--- config.mk ---
export PLATFORM = sky130hd
export DESIGN_NAME = butterfly_ctrl
export DESIGN_NICKNAME = d
export VERILOG_FILES = /design/src/rtl/fft_pkg.sv /design/src/rtl/btn_debounce.sv /design/src/rtl/butterfly_ctrl.sv
export SDC_FILE = /design/constraint.sdc
export NUM_CORES = 1
export LEC_CHECK = 0
export CORE_ASPECT_RATIO = 1.1
export CORE_MARGIN = 2
export CORE_UTILIZATION = 41
export DETAILED_ROUTE_END_ITERATION = 10
export MAX_ROUTING_LAYER = met4
export PLACE_DENSITY = 0.78
export SETUP_SLACK_MARGIN = 0.5
export SKIP_LAST_GASP = 1
export SLEW_MARGIN = 20
export SYNTH_ARGS = -nofsm -noshare
export SYNTH_HDL_FRONTEND = slang
export SYNTH_SLANG_ARGS = --single-unit
--- constraint.sdc ---
create_clock -name Clock -period 1.78 [get_ports Clock]
set_clock_uncertainty 0.2 [all_clocks]
set_input_delay 0.356 -clock Clock [delete_from_list [all_inputs] [get_ports Clock]]
set_output_delay 0.356 -clock Clock [all_outputs]
set_load 0.005 [all_outputs]
--- src/rtl/fft_pkg.sv ---
// Shared types and encodings for the FFT butterfly controller and datapath glue.
package fft_pkg;

  typedef enum logic [3:0] {
    IDLE    = 4'd0,
    LD_REB  = 4'd1,
    LD_IMB  = 4'd2,
    LD_REW  = 4'd3,
    LD_IMW  = 4'd4,
    MUL1    = 4'd5,
    MUL2    = 4'd6,
    LD_REA  = 4'd7,
    LD_IMA  = 4'd8,
    OUT_REX = 4'd9,
    OUT_IMX = 4'd10,
    OUT_REY = 4'd11,
    OUT_IMY = 4'd12
  } bf_state_t;

  localparam logic [1:0] ALU_ADD  = 2'b00;
  localparam logic [1:0] ALU_SUB  = 2'b01;
  localparam logic [1:0] ALU_RSUB = 2'b10;

  localparam logic MUX_MUL_RE   = 1'b0;
  localparam logic MUX_MUL_IM   = 1'b1;
  localparam logic MUX_ALU_PROD = 1'b0;
  localparam logic MUX_ALU_A    = 1'b1;
  localparam logic OUT_SEL_RE   = 1'b0;
  localparam logic OUT_SEL_IM   = 1'b1;

  // States where a press issues a one-cycle strobe before advancing.
  function automatic logic has_strobe(input bf_state_t s);
    return (s inside {LD_REB, LD_IMB, LD_REW, LD_IMW, MUL1, MUL2, LD_REA, LD_IMA});
  endfunction

endpackage

--- src/rtl/btn_debounce.sv ---
// Push-button conditioning: 2-flop synchronizer, down-counting debounce
// timer and a single-cycle pulse on each accepted rising edge.
module btn_debounce #(
  parameter int DEB_CYCLES = 16
) (
  input  logic Clock,
  input  logic nReset,
  input  logic ReadyIn,
  output logic level,
  output logic press
);

  localparam int CW = (DEB_CYCLES > 1) ? $clog2(DEB_CYCLES) : 1;
  localparam logic [CW-1:0] RELOAD = CW'(DEB_CYCLES - 1);

  logic          sync_1;
  logic          sync_2;
  logic          deb_q;
  logic          deb_prev;
  logic [CW-1:0] cnt_q;

  always_ff @(posedge Clock or negedge nReset) begin
    if (!nReset) begin
      sync_1 <= 1'b0;
      sync_2 <= 1'b0;
    end else begin
      sync_1 <= ReadyIn;
      sync_2 <= sync_1;
    end
  end

  // Timer reloads whenever input agrees with the accepted level; the level
  // flips on the cycle the timer reaches terminal count while still differing.
  always_ff @(posedge Clock or negedge nReset) begin
    if (!nReset) begin
      deb_q <= 1'b0;
      cnt_q <= '0;
    end else if (sync_2 == deb_q) begin
      cnt_q <= RELOAD;
    end else if (cnt_q == '0) begin
      deb_q <= sync_2;
      cnt_q <= RELOAD;
    end else begin
      cnt_q <= cnt_q - 1'b1;
    end
  end

  always_ff @(posedge Clock or negedge nReset) begin
    if (!nReset) deb_prev <= 1'b0;
    else         deb_prev <= deb_q;
  end

  assign level = deb_q;
  assign press = deb_q & ~deb_prev;

endmodule

--- src/rtl/butterfly_ctrl.sv ---
// Sequencing controller for the radix-2 FFT butterfly datapath: walks operand
// loads, two multiply passes and four result displays, one button press per step.
module butterfly_ctrl
  import fft_pkg::*;
#(
  parameter int DEB_CYCLES = 16
) (
  input  logic       Clock,
  input  logic       nReset,
  input  logic       ReadyIn,
  output logic       enReb,
  output logic       enImb,
  output logic       enRew,
  output logic       enImw,
  output logic       enRea,
  output logic       enIma,
  output logic       load,
  output logic       enout,
  output logic       mux_mul,
  output logic       mux_alu,
  output logic [1:0] sub1,
  output logic [1:0] sub2,
  output logic       out_sel,
  output logic       rst,
  output logic       hold,
  output logic [3:0] state_dbg,
  output logic       busy
);

  // state   | meaning
  // IDLE    | waiting; clears Imb, Rea, Ima in the datapath
  // LD_REB  | load Re B from switches
  // LD_IMB  | load Im B
  // LD_REW  | load Re W
  // LD_IMW  | load Im W
  // MUL1    | accumulate Reb*Rew, Reb*Imw
  // MUL2    | finish Re(BW), Im(BW)
  // LD_REA  | load Re A
  // LD_IMA  | load Im A
  // OUT_REX | show Re(A+BW)
  // OUT_IMX | show Im(A+BW)
  // OUT_REY | show Re(A-BW)
  // OUT_IMY | show Im(A-BW)

  bf_state_t state_q;
  bf_state_t state_d;
  bf_state_t state_succ;
  logic      strb_q;
  logic      strb_d;
  logic      press;
  logic      deb_level;

  btn_debounce #(.DEB_CYCLES(DEB_CYCLES)) u_deb (
    .Clock   (Clock),
    .nReset  (nReset),
    .ReadyIn (ReadyIn),
    .level   (deb_level),
    .press   (press)
  );

  always_ff @(posedge Clock or negedge nReset) begin
    if (!nReset) begin
      state_q <= IDLE;
      strb_q  <= 1'b0;
    end else begin
      state_q <= state_d;
      strb_q  <= strb_d;
    end
  end

  always_comb begin
    state_succ = IDLE;
    case (state_q)
      IDLE:    state_succ = LD_REB;
      LD_REB:  state_succ = LD_IMB;
      LD_IMB:  state_succ = LD_REW;
      LD_REW:  state_succ = LD_IMW;
      LD_IMW:  state_succ = MUL1;
      MUL1:    state_succ = MUL2;
      MUL2:    state_succ = LD_REA;
      LD_REA:  state_succ = LD_IMA;
      LD_IMA:  state_succ = OUT_REX;
      OUT_REX: state_succ = OUT_IMX;
      OUT_IMX: state_succ = OUT_REY;
      OUT_REY: state_succ = OUT_IMY;
      OUT_IMY: state_succ = IDLE;
      default: state_succ = IDLE;
    endcase
  end

  // A set strobe flag always wins, so a press landing on the strobe cycle is dropped.
  always_comb begin
    state_d = state_q;
    strb_d  = 1'b0;
    if (strb_q) begin
      state_d = state_succ;
    end else if (press) begin
      if (has_strobe(state_q)) strb_d  = 1'b1;
      else                     state_d = state_succ;
    end
  end

  always_comb begin
    enReb   = 1'b0;
    enImb   = 1'b0;
    enRew   = 1'b0;
    enImw   = 1'b0;
    enRea   = 1'b0;
    enIma   = 1'b0;
    load    = 1'b0;
    enout   = 1'b0;
    mux_mul = MUX_MUL_RE;
    mux_alu = MUX_ALU_PROD;
    sub1    = ALU_ADD;
    sub2    = ALU_ADD;
    out_sel = OUT_SEL_RE;
    rst     = 1'b0;
    hold    = 1'b0;
    case (state_q)
      IDLE: ;
      LD_REB: begin rst = 1'b1; enReb = strb_q; end
      LD_IMB: begin rst = 1'b1; enImb = strb_q; end
      LD_REW: begin rst = 1'b1; enRew = strb_q; end
      LD_IMW: begin rst = 1'b1; enImw = strb_q; end
      MUL1: begin
        rst  = 1'b1;
        load = strb_q;
      end
      MUL2: begin
        rst     = 1'b1;
        hold    = 1'b1;
        mux_mul = MUX_MUL_IM;
        sub1    = ALU_RSUB;
        load    = strb_q;
      end
      LD_REA: begin rst = 1'b1; hold = 1'b1; enRea = strb_q; end
      LD_IMA: begin rst = 1'b1; hold = 1'b1; enIma = strb_q; end
      OUT_REX, OUT_IMX, OUT_REY, OUT_IMY: begin
        rst     = 1'b1;
        hold    = 1'b1;
        mux_alu = MUX_ALU_A;
        enout   = 1'b1;
        out_sel = (state_q inside {OUT_IMX, OUT_IMY}) ? OUT_SEL_IM : OUT_SEL_RE;
        if (state_q inside {OUT_REY, OUT_IMY}) begin
          sub1 = ALU_SUB;
          sub2 = ALU_SUB;
        end
      end
      default: ;
    endcase
  end

  assign state_dbg = state_q;
  assign busy      = (state_q != IDLE);

endmodule

Word level (Yosys, flattened, before mapping)
Memories as Yosys holds them, arrays and structs flattened.
Cells that the tools add are included.
{ "word_totals": {"mem_bits_ro": 64, "n_memories": 1, "in_bits": 3, "regBits": 13} }
{ "op_classes": {"n_reduce_logical": 12, "n_mux": 24, "n_bitwise": 3, "eq_ne": 14, "n_addsub": 1} }
{ "mem_list": {"columns": ["name", "words", "word_bits", "read_ports", "rd_clocked_by_memory_dff", "write_ports", "line", "source"], "rows": [
  ["(name not given)", 16, 4, 1, 0, 0, "butterfly_ctrl.sv:73", "case (state_q)"]
]} }
{ "ops": {"columns": ["operator", "count"], "rows": [
  ["4-bit == test (second input constant)", 5],
  ["4-bit 2-to-1 mux", 5],
  ["1-bit 2-to-1 mux", 18],
  ["4-bit by 3-bit == test with 1-bit output (second input constant)", 4],
  ["12-bit OR reduction", 1],
  ["4-bit by 2-bit == test with 1-bit output (second input constant)", 2],
  ["8-bit nonzero test", 1],
  ["7-bit OR reduction", 1],
  ["2-bit nonzero test", 3],
  ["4-bit by 1-bit == test with 1-bit output (second input constant)", 1],
  ["4-bit logical NOT", 1],
  ["2-bit one-hot mux with 2 select lines", 1],
  ["2-bit AND reduction", 2],
  ["4-bit nonzero test", 1],
  ["4-bit OR reduction", 1],
  ["4-bit by 1-bit subtractor with 4-bit output (second input constant)", 1],
  ["2-bit inequality test (second input constant)", 1],
  ["1-bit inverter", 2],
  ["2-bit OR reduction", 1],
  ["1-bit AND", 1],
  ["1-bit == test", 1]
]} }

Depth between registers and ports, before layout
Gate-level depths: netlist of run 1.
{ "depth": {"ltp_word": 5, "depth_mapped": 7} }

Modules after synthesis
A second synthesis of run 1 with hierarchy kept.
{ "unflattened": {"hier_cells": 90, "area_unflattened_um2": 818.3} }
{ "by_module_without_submodules": {"columns": ["module", "seq_area_each_um2", "instances", "area_each_um2", "cells_per_inst"], "rows": [
  ["butterfly_ctrl", 125.1, 1, 509.2, 65],
  ["btn_debounce", 200.2, 1, 309.0, 25]
]} }

Worst setup path after synthesis of run 1
No wires, ideal clock.
{ "synth_path": {"path_kind": "flip-flop to output port", "start": "reg state_q[0], in the netlist state_dbg[0]", "end": "out mux_alu", "slack_ns": -0.192, "arrival_time_ns": 1.416, "stages_incl_launch_ff": 8, "cell_sequence": "dfrtp_1 inv_1 ha_1 buf_2 nand2_1 a21oi_1 o21bai_1 buf_4"} }
{ "synth_between": {"elab_chain_cells": 3, "elab_cells_between_ends": 6, "cone_classes": "4 x eq/ne; 1 x mux; 1 x reduce/logical"} }
{ "synth_lines": {"columns": ["element", "line", "source"], "rows": [
  ["start, declared", "butterfly_ctrl.sv:45", "bf_state_t state_q;"],
  ["start signal, assigned", "butterfly_ctrl.sv:66", "state_q <= state_d;"],
  ["4-bit == test", null, null],
  ["4-bit OR reduction *", null, null],
  ["1-bit 2-to-1 mux *", null, null],
  ["end, declared", "butterfly_ctrl.sv:20", "output logic mux_alu,"]
]} }
Mark *: on every way between the ends. The rest lies on a longest branch, timed or not.

Final worst setup path of run 1
{ "layout_path": {"start": "reg state_q[1], in the netlist state_dbg[1]", "end": "out hold"} }
{ "layout_between": {"elab_chain_cells": 3, "elab_cells_between_ends": 9, "cone_classes": "7 x eq/ne; 1 x mux; 1 x reduce/logical"} }
{ "layout_lines": {"columns": ["element", "line", "source"], "rows": [
  ["4-bit by 3-bit == test with 1-bit output or 4-bit == test (tied branches)", "butterfly_ctrl.sv:119", "case (state_q)"],
  ["7-bit OR reduction (no line) *", null, null],
  ["1-bit 2-to-1 mux *", "butterfly_ctrl.sv:119", null],
  ["end, declared", "butterfly_ctrl.sv:25", "output logic hold,"]
]} }
Marked as above.

==> summary.md, run 1 <==
| Metric | Value |
|---|---|
| Initial DRC Count | `33` |
| Most frequent cells in the layout | `31 x buf_6, 26 x buf_4, 12 x buf_2` |
| Die ar. | `2450 µm²` |
| Number of flops mapped to enable cells by yosys | `0` |
| GRT Total Usage | `28.0%` |
| Failing checks | `negative setup slack` |
| #FFs+latches synth | `13` |
| Worst Setup Path Type | `flop to primary output` |
| Max-cap violation count | `0` |
| Iteration count of the initial detailed-routing pass | `4` |
| Cell leakage power | `0.871 nW` |
| Slack of the critical path | `-585 ps` |
| Port bufs | `23` |
| WP data arrival | `1810 ps` |
| Residual DRC | `0` |
| Core ar. | `1980 µm²` |
| Final HPWL DP | `1.57 mm` |
| CTS buffer count | `3` |
| Status | `finished with violations` |
| Initial Util | `42.9%` |
| CTS max path bufs | `2` |
| Routability congestion estimate | `0.758` |
| Sequential cell area fraction in the yosys report | `38.3%` |
| Design area | `1860 µm²` |
| Synth Net Count | `107` |
| Fin. max-slew vios | `0` |
| CP required | `1220 ps` |
| First-pass GRT wire length | `4.66 mm` |
| Ys async rst share | `100%` |
| H-Tree Depth | `1` |
| RSZ-0062 raised after global routing | `yes` |
| Placed instance area | `1290 µm²` |
| CTS tree | `done` |
| Predominant post-synthesis flop cell | `dfrtp_1` |
| Rows | `17` |
| PD cells | `317 nW/µm²` |
| Initial antenna violation count | `0` |
| Routed wire length | `4.33 mm` |
| Largest net degree at the start of global routing | `14` |
| YS warnings | `0` |
| Critical Path Source Type | `flop` |
| F_max | `0.423 GHz` |
| Cells after Synth | `99` |
| Count of final hold-check violations | `0` |
| Final Net Count | `180` |
| Setup-failing EPs final | `23` |
| Fin util | `93.8%` |
| Routed WL per cell | `21.8 µm` |
| ANT cells | `0` |
| Layout area overhead | `119%` |
| Avg Inst Size Synth | `8.57 µm²` |
| Netlist Area Pre-Place | `848 µm²` |
| CP Capture Type | `primary output` |
| Vias in the first global route | `1021` |
| I/O pin total | `25` |
| Peak VDD IR | `0.718 mV` |
| Die Wd | `47.4 µm` |
| Hold Crit Class | `flop to flop` |
| Die Span Y | `51.7 µm` |
| Clock sink count | `13` |
| Period utilisation layout | `133%` |
| Via count | `1160` |
| Vias per cell | `5.83` |
| Antenna Violating Nets Remaining | `0` |
| Clk slew on worst S/H paths | `90 ps` |
| Layout cells sized above 1 | `73.7%` |
| # hold bufs at CTS | `0` |
| Clk_lat worst skew | `270 ps` |
| Root buf cell | `clkbuf_4` |
| Most common cell after layout, fill and taps aside | `buf_6` |
| Cell variety after synth | `34` |
| Post-layout min period | `2360 ps` |
| Gr ovfl total | `0` |
| Worst Path Max Fanout | `4` |
## Yosys cell counts (2+ instances only)
| master | n | area [µm²] |
|---|---|---|
| nand2_1 | 11 | 41.3 |
| buf_4 | 3 | 22.5 |
| dfrtp_1 | 13 | 325 |
| o21ai_0 | 2 | 10.0 |
| nor2_1 | 9 | 33.8 |
| clkbuf_1 | 2 | 7.51 |
| o21bai_1 | 2 | 15.0 |
| a21oi_1 | 9 | 45.0 |
| o21ai_1 | 2 | 10.0 |
| inv_1 | 7 | 26.3 |
| nand3_1 | 2 | 10.0 |
| a31oi_1 | 3 | 18.8 |
| and2_1 | 2 | 12.5 |
| nand2b_1 | 3 | 18.8 |
| ha_1 | 5 | 62.6 |
| nor3_1 | 3 | 15.0 |
| and3_1 | 4 | 25.0 |
## state kept, by name (all words and copies together) (netlist names)
register,cells
state_dbg,4
u_deb.cnt_q,4
strb_q,1
u_deb.deb_prev,1
u_deb.level,1
u_deb.sync_1,1
u_deb.sync_2,1
## layout make-up
class | count | area [µm²]
timing repair buffer | 75 | 688
clock buffer | 4 | 26.3
multi-input combinational | 71 | 739
sequential | 13 | 329
tap | 28 | 35.0
fill | 62 | 123
inverter | 8 | 37.5
## kinds of logic after synthesis
logic type	share of synthesized area [%]
xor gates and xnor gates	2.07
adders and majority gates	7.37
DFF	38.3
buffers and inverters	9.00
muxes	1.33
other	0.442
AOI/OAI and AO/OA	17.1
and+or+nand+nor	24.3
## routing by layer
metal	routed length [µm]	track usage (%)	share of wire, %	vias up
li1	-	-	-	480
met1	1420	30.5	33	546
met2	2220	47.3	51	100
met3	374	5.21	8.6	34
met4	314	13.4	7.3	0
met5	0	-	0	-
## what timing repair did
action	CTS	global route
setup buffers	24	6
resized for setup	128	38
pin swaps	16	15
endpoints found under the setup margin	28	30
## power by group
part	leakage (nW)	internal [W]	switching, W
Combinational	0.702	0.0000445	0.0000418
Clock	0.0150	0.0000868	0.000101
Sequential	0.155	0.000304	0.0000101
Total	0.871	0.000435	0.000153
## metrics by stage
| step | hold WS, ps | power (W) | cells | setup slack (ps) | TNS, ps |
|---|---|---|---|---|---|
| after floorplan | -140 | 0.000341 | 99 | 2.52 | 0 |
| after global placement | 138 | 0.000360 | 165 | -359 | -4490 |
| after detailed placement | 144 | 0.000363 | 165 | -440 | -5280 |
| after CTS | 163 | 0.000572 | 193 | -432 | -5130 |
| after global routing | 167 | 0.000610 | 199 | -649 | -7760 |
| final | 161 | 0.000588 | 199 | -585 | -6720 |
## worst max-delay path: stages, from the launching register on
cell and delay [ps]:
dfrtp_2 500, ha_4 210, buf_6 130, buf_4 140
o21ai_0 290, a21oi_1 130, buf_2 140
## final timing paths
kind | start | to | slack (ps) | depth (start not counted)
hold reg to reg | u_deb.sync_1$_DFF_PN0_ | u_deb.sync_2$_DFF_PN0_ | 160 | 0
setup / recovery | state_dbg[1]$_DFFE_PN0P_ | hold | -580 | 6
min in group asynchronous | nReset | state_dbg[1]$_DFFE_PN0P_ | 210 | 2
hold / removal | u_deb.sync_1$_DFF_PN0_ | u_deb.sync_2$_DFF_PN0_ | 160 | 0
max in group asynchronous | nReset | state_dbg[3]$_DFFE_PN0P_ | 980 | 2
setup reg to reg | state_dbg[0]$_DFFE_PN0P_ | state_dbg[0]$_DFFE_PN0P_ | -370 | 10
Note: power is estimated with default switching activity, not from simulation.
==> run 2: changes to the inputs <==
--- a/config.mk
+++ b/config.mk
@@ -13,7 +13,7 @@
 export PLACE_DENSITY = 0.78
 export SETUP_SLACK_MARGIN = 0.5
 export SKIP_LAST_GASP = 1
-export SLEW_MARGIN = 20
+export SLEW_MARGIN = 40
 export SYNTH_ARGS = -nofsm -noshare
 export SYNTH_HDL_FRONTEND = slang
 export SYNTH_SLANG_ARGS = --single-unit
==> results of run 2 <==
Final layout, timing and power as in run 1 (identical DEF).
==> run 3: changes to the inputs <==
--- a/config.mk
+++ b/config.mk
@@ -13,7 +13,6 @@
 export PLACE_DENSITY = 0.78
 export SETUP_SLACK_MARGIN = 0.5
 export SKIP_LAST_GASP = 1
-export SLEW_MARGIN = 40
 export SYNTH_ARGS = -nofsm -noshare
 export SYNTH_HDL_FRONTEND = slang
 export SYNTH_SLANG_ARGS = --single-unit
==> results of run 3 <==
Final layout, timing and power as in run 1 (identical DEF).
